$ cat config.mk
export PLATFORM = sky130hd
export DESIGN_NAME = imem_loader
export DESIGN_NICKNAME = d
export VERILOG_FILES = /design/src/rtl/imem_loader.sv
export SDC_FILE = /design/constraint.sdc
export NUM_CORES = 1
export LEC_CHECK = 0
export CAP_MARGIN = 20
export CORE_MARGIN = 2
export CORE_UTILIZATION = 38
export CTS_CLUSTER_DIAMETER = 50
export DETAILED_ROUTE_END_ITERATION = 10
export PLACE_DENSITY = 0.85
export SLEW_MARGIN = 20
export SYNTH_ARGS = -nofsm -noshare
export SYNTH_HDL_FRONTEND = slang
export SYNTH_SLANG_ARGS = --single-unit
export TNS_END_PERCENT = 20
$ cat constraint.sdc
create_clock -name clk -period 7.55 [get_ports clk]
set_clock_uncertainty 0.2 [all_clocks]
set_input_delay 0.755 -clock clk [delete_from_list [all_inputs] [get_ports clk]]
set_output_delay 0.755 -clock clk [all_outputs]
set_load 0.02 [all_outputs]
$ cat src/rtl/imem_loader.sv
// Streams program words into the 2Kx32 instruction RAM from address 0 while holding the CPU.
// Define IMEM_LOADER_CHECKSUM_EN to build the running word-sum register; otherwise checksum reads 0.
`timescale 1ns/1ps

module imem_loader #(
    parameter int ADDR_W = 11,
    parameter int DATA_W = 32,
    parameter int DEPTH  = 2048
) (
    input  logic              clk,
    input  logic              rst,
    input  logic              start,
    input  logic [11:0]       word_count,
    input  logic              in_valid,
    input  logic [DATA_W-1:0] in_data,
    output logic              in_ready,
    input  logic [31:0]       pc,
    output logic              cpu_hold,
    output logic              done,
    output logic              mem_cen,
    output logic              mem_wen,
    output logic              mem_oen,
    output logic [ADDR_W-1:0] mem_addr,
    output logic [DATA_W-1:0] mem_datain,
    output logic [31:0]       checksum
);

    localparam logic [1:0] IDLE = 2'd0;
    localparam logic [1:0] LOAD = 2'd1;
    localparam logic [1:0] DONE = 2'd2;

    localparam logic [ADDR_W:0] DEPTH_C  = DEPTH[ADDR_W:0];
    localparam logic [ADDR_W:0] ADDR_ONE = 1;

    logic [1:0]      state;
    logic [ADDR_W:0] wr_addr;
    logic [ADDR_W:0] target;

    logic            load_active;
    logic            fire;
    logic            last_word;
    logic [31:0]     wc_ext;
    logic [ADDR_W:0] start_target;
    logic            unused_pc_hi;

    assign load_active = (state == LOAD);
    assign fire        = in_valid & load_active;
    assign last_word   = fire & (wr_addr == (target - ADDR_ONE));

    // Oversized requests are clamped so the final write lands on the top word with no wrap.
    assign wc_ext       = 32'(word_count);
    assign start_target = (wc_ext > 32'(DEPTH)) ? DEPTH_C : wc_ext[ADDR_W:0];

    assign unused_pc_hi = &{1'b0, pc[31:ADDR_W]};

    // NOTE: sequential state uses non-blocking assignments so every register
    // samples the pre-edge values, independent of statement order.
    always_ff @(posedge clk or posedge rst) begin
        if (rst) begin
            state   <= IDLE;
            wr_addr <= '0;
            target  <= '0;
        end else begin
            case (state)
                IDLE: begin
                    if (start) begin
                        target  <= start_target;
                        wr_addr <= '0;
                        state   <= (word_count == 12'd0) ? DONE : LOAD;
                    end
                end
                LOAD: begin
                    if (fire) begin
                        wr_addr <= wr_addr + ADDR_ONE;
                        if (last_word) begin
                            state <= DONE;
                        end
                    end
                end
                DONE:    state <= IDLE;
                default: state <= IDLE;
            endcase
        end
    end

`ifdef IMEM_LOADER_CHECKSUM_EN
    logic [31:0] sum_q;

    always_ff @(posedge clk or posedge rst) begin
        if (rst) begin
            sum_q <= '0;
        end else if ((state == IDLE) && start) begin
            sum_q <= '0;
        end else if (fire) begin
            sum_q <= sum_q + 32'(in_data);
        end
    end

    assign checksum = sum_q;
`else
    assign checksum = 32'h0;
`endif

    assign in_ready = load_active;
    assign done     = (state == DONE);

    // The write strobe follows the handshake combinationally so the RAM captures in_data on the accepting edge.
    // NOTE: every output gets a default before the case so no path leaves one unassigned and infers a latch.
    always_comb begin
        cpu_hold   = 1'b0;
        mem_cen    = 1'b0;
        mem_wen    = 1'b1;
        mem_oen    = 1'b0;
        mem_addr   = pc[ADDR_W-1:0];
        mem_datain = '0;
        case (state)
            LOAD: begin
                cpu_hold = 1'b1;
                mem_oen  = 1'b1;
                mem_addr = wr_addr[ADDR_W-1:0];
                if (fire) begin
                    mem_wen    = 1'b0;
                    mem_datain = in_data;
                end
            end
            DONE: begin
                cpu_hold = 1'b1;
            end
            default: ;
        endcase
    end

endmodule

# Yosys cells after proc, flatten, opt, wreduce, memory -nomap -nowiden
# Cells that the tools add are included.
[totals]
ff_bits = 26
inputBits = 80
output_inout_bits = 81
elab_cells = 37
[classes]
n_mux = 16
order_cmp = 1
bitwise_logic = 2
eq_ne = 6
addsub = 2
n_reduce_logical = 7
[ops]
columns = ["operator", "count"]
rows = [
  ["$mux 32", 2],
  ["$mux 12", 3],
  ["$pmux 12 s2", 1],
  ["$add 12x1->12 const B", 1],
  ["$eq 12x12->1", 1],
  ["$gt 12x12->1 const B", 1],
  ["$logic_not 12->1", 1],
  ["$sub 12x1->12 const B", 1],
  ["$mux 11", 1],
  ["$mux 2", 4],
  ["$reduce_and 3->1", 2],
  ["$mux 1", 4],
  ["$ne 2x1->1 const B", 2],
  ["$pmux 2 s2", 1],
  ["$and 1x1->1", 2],
  ["$eq 2x1->1 const B", 1],
  ["$eq 2x2->1 const B", 1],
  ["$logic_not 2->1", 1],
  ["$ne 2x2->1 const B", 1],
  ["$reduce_and 2->1", 1],
  ["$reduce_bool 2->1", 1],
  ["$reduce_or 2->1", 1],
]

# Logic depth before layout (Yosys ltp)
# Gate-level depths: netlist (run 1).
[depth]
ltp_word = 6
mapped_depth = 9
mapped_depth_nobuf = 8

# Worst setup path before layout (run 1)
# No wires, ideal clock.
[synth_timing]
path_type = "register -> output"
start = "register state[1]"
end = "output mem_datain[10]"
arrival_time_ns = 1.811
stages_incl_launch_ff = 7
setup_slack_ns = 4.784
path_cell_list = "dfrtp_1 inv_1 ha_1 clkbuf_1 clkbuf_1 clkbuf_1 and3_1"
[synth_between]
elab_chain_len = 4
[synth_rtl]
columns = ["element", "line_no", "source"]
rows = [
  ["start, declared", "35", "logic [1:0] state;"],
  ["start signal, assigned", "69", "state <= (word_count == 12'd0) ? DONE : LOAD;"],
  ["$eq 2x1->1 *", "46", "assign load_active = (state == LOAD);"],
  ["named net in_ready", "16", "output logic in_ready,"],
  ["$and 1x1->1", "47", "assign fire = in_valid & load_active;"],
  ["$mux 32", "121", "if (fire) begin"],
  ["$mux 32 *", "116", "case (state)"],
  ["end, declared", "24", "output logic [DATA_W-1:0] mem_datain,"],
]
# Mark *: on every way through the listed nets, which the timed path passes. The rest lies on a longest branch.

# Worst setup path after layout (run 1)
[layout_timing]
start = "register state[1]"
end = "output mem_addr[10]"
[layout_between]
elab_chain_len = 2
[layout_rtl]
columns = ["element", "line_no", "source"]
rows = [
  ["$eq 2x1->1", "116", ""],
  ["$mux 11", "116", ""],
  ["end, declared", "23", "output logic [ADDR_W-1:0] mem_addr,"],
]
# Every way passes these cells.

==> flow_metrics.env, run 1 <==
export IMPL_status="finished clean"
export IMPL_track_usage_pct=17.5
export IMPL_drc=0
export IMPL_cts_sinks=26
export IMPL_critPathArrivalTime_ns=2.86
export IMPL_rows=28
export IMPL_clock_tree_root_cell="clkbuf_8"
export IMPL_r2r_start="state[1]"
export IMPL_max_slew_margin_pct=39.7
export IMPL_clk_latency_ns=0.27
export IMPL_place_area_mm2=0.00324
export IMPL_initial_core_util_pct=38.7
export IMPL_crit_buf_inv=3
export IMPL_dp_hpwl_mm=4.83
export IMPL_die_w_um=81.2
export IMPL_port_buffers=106
export IMPL_ctsResizeCount=0
export IMPL_fin_nets=448
export IMPL_gp_congestion=0.879
export IMPL_max_slew_worst_pin_slew_ns=0.902
export IMPL_clk_path_buf_depth=2
export IMPL_setup_viol=0
export IMPL_synthArstFlopShare_pct=100
export IMPL_endpoint_kind="primary output"
export IMPL_grt_pass1_vias=1919
export IMPL_post_cts_setup_buffers=0
export IMPL_path_class="reg2out"
export IMPL_fp_coreArea_mm2=0.00585
export IMPL_antenna_left=0
export IMPL_cts_buffers=3
export IMPL_antenna_found_initial=0
export IMPL_grt_max_degree=35
export IMPL_sequentialPowerShare_pct=38.7
export IMPL_pre_cts_ws_ns=3.89
export IMPL_wl_per_cell_um=13.9
export IMPL_ys_ff_latch=26
export IMPL_path_max_fanout=33
export IMPL_final_cell_mix="clkdlybuf4s50_1 (106), and3_1 (33), conb_1 (33)"
export IMPL_yosysWarnings=0
export IMPL_startpoint="state[1]"
export IMPL_power_density_mw_per_mm2=141
export IMPL_hold_viol_final=0
export IMPL_grt_overflow=0
export IMPL_grt_setup_unrepaired="false"
export IMPL_crit_path_max_incr_delay_ns=0.71
export IMPL_p_leak_uw=0.00150
export IMPL_start_kind="register"
export IMPL_crit_end="mem_addr[10]"
export IMPL_final_area_mm2=0.00332
export IMPL_holdWs_ns=0.337
export IMPL_synth_cell_type_count=44
export IMPL_die_area_mm2=0.00659
export IMPL_htreeDepth=1
export IMPL_drt_pass1_iterations=4
export IMPL_wl_mm=6.09
export IMPL_slew_viol_final=0
export IMPL_peakVddDrop_uv=127
export IMPL_power_uw=468
export IMPL_combPwrFrac_pct=41.5
export IMPL_yosysSeqAreaShare_pct=28.8
export IMPL_hp_class="reg2reg"
export IMPL_synthesis_area_mm2=0.00226
export IMPL_layout_commonest_cell="clkdlybuf4s50_1"
export IMPL_post_route_period_util_pct=50.5
export IMPL_crit_path_top_delay_cell="ha_1"
export IMPL_multiInputGateArea_mm2=0.00139
export IMPL_reg2regPathDepth=8
export IMPL_switching_power_uw=165
export IMPL_insertedDiodeCount=0
export IMPL_ctsHoldBuffers=0
export IMPL_r2r_end="wr_addr[9]"
export IMPL_nFillCells=512
export IMPL_seqCellArea_um2=651
export IMPL_avgSynthCellArea_um2=8.54
export IMPL_drive_above_1_share_pct=6.08
export IMPL_clkSlewWorstSetupHoldPaths_ns=0.09
export IMPL_swShare_pct=35.3
export IMPL_p_clk_share_pct=19.7
export IMPL_drt_iter0_drc=117
export IMPL_cp_cell_sequence="inv_1 -> ha_1 -> buf_4 -> mux2_2 -> clkdlybuf4s50_1"
export IMPL_path_delay_family="buffers and inverters"
export IMPL_viasPerCell=4.87
export IMPL_postSynthCellCount=265
export IMPL_cts_tree="yes"
export IMPL_cp_required_ns=6.59
export IMPL_internal_power_uw=303
export IMPL_cp_depth=5
export IMPL_setup_tns_ns=0
export IMPL_io_pins=161
export IMPL_setup_ws_ns=3.74
export IMPL_cap_viol_max_count=0
export IMPL_clock_fmax_mhz=262
export IMPL_synth_edf_count=0
export IMPL_grt_pass1_wl_mm=9.13
export IMPL_syn_to_final_growth_pct=46.9
export IMPL_die_height_um=81.2
export IMPL_post_route_min_period_ns=3.81
export IMPL_r2r_setup_slack_ns=4.30
export IMPL_vias=2127
export IMPL_synth_ff_type="dfrtp_1"
## power groups by stage
stage / clock, uW / sequential [uW] / combinational (uW)
5_1_grt: 95.8 / 185 / 211
3_5_place_dp: 0 / 184 / 192
4_1_cts: 93.0 / 181 / 193
6_report: 92.4 / 181 / 194
2_1_floorplan: 0 / 171 / 127
3_3_place_gp: 0 / 183 / 189
## cell usage after synthesis, drive strengths merged, types with 2 or more instances
| cell type | instances | area share [%] |
|---|---|---|
| clkbuf | 13 | 2.2 |
| nor3 | 3 | 0.66 |
| nor3b | 2 | 0.66 |
| ha | 5 | 2.8 |
| a21oi | 5 | 1.1 |
| and4 | 2 | 0.77 |
| o21ai | 9 | 2.0 |
| a211oi | 3 | 1.0 |
| a211o | 2 | 0.77 |
| xor2 | 13 | 5.0 |
| nand4b | 2 | 0.77 |
| or4b | 2 | 1.1 |
| a22o | 7 | 2.7 |
| nand2b | 6 | 1.7 |
| dfrtp | 26 | 29 |
| and3 | 33 | 9.1 |
| nor4 | 4 | 1.1 |
| nand4 | 6 | 1.7 |
| inv | 11 | 1.8 |
| nand2 | 14 | 2.3 |
| or3 | 3 | 0.88 |
| nand3 | 6 | 1.3 |
| buf | 34 | 11 |
| xnor2 | 9 | 3.5 |
| mux2 | 12 | 6.0 |
| nor2 | 16 | 2.7 |
| o31ai | 2 | 0.66 |
## routing by layer
| metal | up-vias | part of all wire, % | track usage (%) |
|---|---|---|---|
| li1 | 1069 | - | - |
| met1 | 998 | 45 | 23.5 |
| met2 | 51 | 51 | 28.8 |
| met3 | 9 | 3.0 | 2.00 |
| met4 | 0 | 1.7 | 6.61 |
| met5 | - | 0 | 0 |
## cells by family (layout without fill, tap and decap cells)
| group | after synthesis | in the layout | synth area share (%) |
|---|---|---|---|
| buf+inv | 58 | 123 | 15.3 |
| simple gates | 103 | 103 | 26.2 |
| flops | 26 | 26 | 28.8 |
| fa+ha+maj | 5 | 5 | 2.77 |
| other cells | 1 | 33 | 0.166 |
| xor+xnor | 22 | 22 | 8.52 |
| compound gates | 37 | 37 | 11.9 |
| mux | 13 | 13 | 6.42 |
## state kept, by name, indices dropped and copies added, names as in the netlist
signal   flops
state        2
target      12
wr_addr     12
## metrics by stage
stage,std cells,util (%)
2_1_floorplan,297,-
3_3_place_gp,432,55.4
3_5_place_dp,432,55.4
4_1_cts,436,56.3
5_1_grt,437,56.8
6_report,437,56.8
## worst min-delay path by stage
stage / startpoint / to / depth (start not counted)
final: target[11] / target[11] / 1
after global routing: target[11] / target[11] / 1
after CTS: target[11] / target[11] / 1
after detailed placement: target[11] / target[11] / 1
after global placement: target[11] / target[11] / 1
after floorplan: target[1] / target[1] / 2
## layout make-up
class	count	area share, %
multi-input combinational	213	41.7
timing repair buffer	108	33.0
sequential	26	19.6
tap	75	2.82
clock buffer	4	1.66
inverter	11	1.24
Note: power is estimated with default switching activity, not from simulation.
==> inputs of run 2 (changes only) <==
--- a/config.mk
+++ b/config.mk
@@ -7,10 +7,10 @@
 export LEC_CHECK = 0
 export CAP_MARGIN = 20
 export CORE_MARGIN = 2
-export CORE_UTILIZATION = 38
+export CORE_UTILIZATION = 35
 export CTS_CLUSTER_DIAMETER = 50
 export DETAILED_ROUTE_END_ITERATION = 10
-export PLACE_DENSITY = 0.85
+export PLACE_DENSITY = 0.79
 export SLEW_MARGIN = 20
 export SYNTH_ARGS = -nofsm -noshare
 export SYNTH_HDL_FRONTEND = slang
==> constraint.sdc (replaced) <==
create_clock -name clk -period 4 [get_ports clk]
set_clock_uncertainty 0.2 [all_clocks]
set_input_delay 0.4 -clock clk [delete_from_list [all_inputs] [get_ports clk]]
set_output_delay 0.4 -clock clk [all_outputs]
set_load 0.02 [all_outputs]
==> run 2 against run 1 <==
Net effect: via count barely moved; clock power rose by 63%; global-route usage fell by 0.44 points; non-clock buffer count fell by 1; register-to-register slack got worse by 3.2 ns.
==> flow_metrics.env, run 2 (synthesis results as in run 1) <==
export IMPL_die_w_um=84.4
export IMPL_cts_buffers=3
export IMPL_wl_per_cell_um=14.1
export IMPL_cts_tree="yes"
export IMPL_endpoint_kind="primary output"
export IMPL_cap_viol_max_count=0
export IMPL_fin_nets=447
export IMPL_critPathArrivalTime_ns=2.60
export IMPL_track_usage_pct=17.0
export IMPL_place_inst=434
export IMPL_hp_class="in2async"
export IMPL_r2r_end="state[0]"
export IMPL_cts_sinks=26
export IMPL_holdWs_ns=0.314
export IMPL_reg2regPathDepth=8
export IMPL_grt_pass1_vias=2064
export IMPL_hold_viol_final=0
export IMPL_clkSlewWorstSetupHoldPaths_ns=0.09
export IMPL_layout_commonest_cell="clkdlybuf4s50_1"
export IMPL_die_area_mm2=0.00712
export IMPL_setup_ws_ns=0.797
export IMPL_slew_viol_final=0
export IMPL_syn_to_final_growth_pct=45.2
export IMPL_crit_end="mem_addr[10]"
export IMPL_io_pins=161
export IMPL_drc=0
export IMPL_r2r_setup_slack_ns=1.06
export IMPL_cp_cell_sequence="inv_1 -> ha_1 -> buf_4 -> mux2_2 -> clkdlybuf4s50_1"
export IMPL_crit_path_max_incr_delay_ns=0.54
export IMPL_grt_setup_unrepaired="false"
export IMPL_vias=2126
export IMPL_drt_pass1_iterations=4
export IMPL_path_max_fanout=40
export IMPL_largestRegisters="target: 12 flops, wr_addr: 12 flops, state: 2 flops"
export IMPL_die_height_um=84.4
export IMPL_dp_hpwl_mm=4.78
export IMPL_port_buffers=106
export IMPL_r2r_start="target[0]"
export IMPL_setup_tns_ns=0
export IMPL_pre_cts_ws_ns=0.934
export IMPL_clock_tree_root_cell="clkbuf_8"
export IMPL_drt_iter0_drc=191
export IMPL_setup_viol=0
export IMPL_startpoint="state[1]"
export IMPL_peakVddDrop_uv=172
export IMPL_htreeDepth=1
export IMPL_max_slew_worst_pin_slew_ns=0.941
export IMPL_crit_path_top_delay_cell="clkdlybuf4s50_1"
export IMPL_nFillCells=568
export IMPL_post_route_period_util_pct=80.1
export IMPL_wl_mm=6.15
export IMPL_grt_max_degree=41
export IMPL_gp_congestion=0.824
export IMPL_insertedDiodeCount=0
export IMPL_max_slew_margin_pct=37.0
export IMPL_post_cts_setup_buffers=0
export IMPL_cp_required_ns=3.40
export IMPL_final_cell_mix="clkdlybuf4s50_1 (106), and3_1 (33), conb_1 (33)"
export IMPL_antenna_found_initial=0
export IMPL_grt_pass1_wl_mm=10.2
export IMPL_clock_fmax_mhz=312
export IMPL_power_uw=860
export IMPL_fp_coreArea_mm2=0.00631
export IMPL_power_density_mw_per_mm2=262
export IMPL_ctsResizeCount=0
export IMPL_clk_path_buf_depth=2
export IMPL_ctsHoldBuffers=0
export IMPL_grt_overflow=0
export IMPL_initial_core_util_pct=35.8
export IMPL_post_route_min_period_ns=3.20
export IMPL_start_kind="register"
export IMPL_status="finished clean"
export IMPL_multiInputGateArea_mm2=0.00139
export IMPL_drive_above_1_share_pct=5.56
export IMPL_seqCellArea_um2=651
export IMPL_p_leak_uw=0.00148
export IMPL_final_cells=437
export IMPL_viasPerCell=4.86
export IMPL_clk_latency_ns=0.27
export IMPL_rows=29
export IMPL_antenna_left=0
export IMPL_path_class="reg2out"
==> run 2: changes by cell type in the layout (fill, tap and decap cells not counted), sizes merged <==
cell | before | now
clkinv | 0 | 1
buf | 2 | 1
inv | 11 | 10
clkbuf | 4 | 3
==> run 2: where the power goes <==
| part | internal [uW] | switching [uW] |
|---|---|---|
| logic | 192 | 171 |
| registers | 288 | 57.3 |
| clock network | 67.7 | 83.4 |
==> run 2: final cells by class <==
type	count	area share [%]
Timing Repair Buffer	107	32.5
Inverter	11	1.26
Sequential cell	26	19.8
Clock buffer	3	1.26
Tap cell	77	2.93
Multi-Input combinational cell	213	42.2
==> run 2: per-layer routing <==
layer / GRT usage [%] / up-vias / wire length [um]
li1: - / 1065 / -
met1: 22.7 / 997 / 2720
met2: 29.8 / 52 / 3130
met3: 0.983 / 12 / 169
met4: 5.19 / 0 / 133
met5: 0 / - / 0
==> run 2: how the worst min path moves through the flow <==
| stage | slack [ns] | from | cells past startpoint | to |
|---|---|---|---|---|
| 6_report | 0.31 | rst | 2 | wr_addr[2] |
| 5_1_grt | 0.38 | target[11] | 1 | target[11] |
| 4_1_cts | 0.34 | target[1] | 2 | target[1] |
| 3_5_place_dp | 0.32 | target[11] | 1 | target[11] |
| 3_3_place_gp | 0.31 | target[11] | 1 | target[11] |
| 2_1_floorplan | 0.24 | rst | 1 | state[0] |
==> run 2: per-stage QoR <==
step / utilization, % / cell area [um^2]
floorplan: - / 2380
global placement: 51.4 / 3240
detailed placement: 51.4 / 3240
CTS: 52.0 / 3280
global route: 52.0 / 3280
finish: 52.0 / 3280
==> run 2: worst max-delay path: cells and delay by family, from the launching register on <==
kind                     cells  cell delay (ns)
adder cells (fa/ha/maj)      1             0.47
buffers and inverters        3             1.06
flip-flops                   1             0.41
multiplexers                 1             0.37
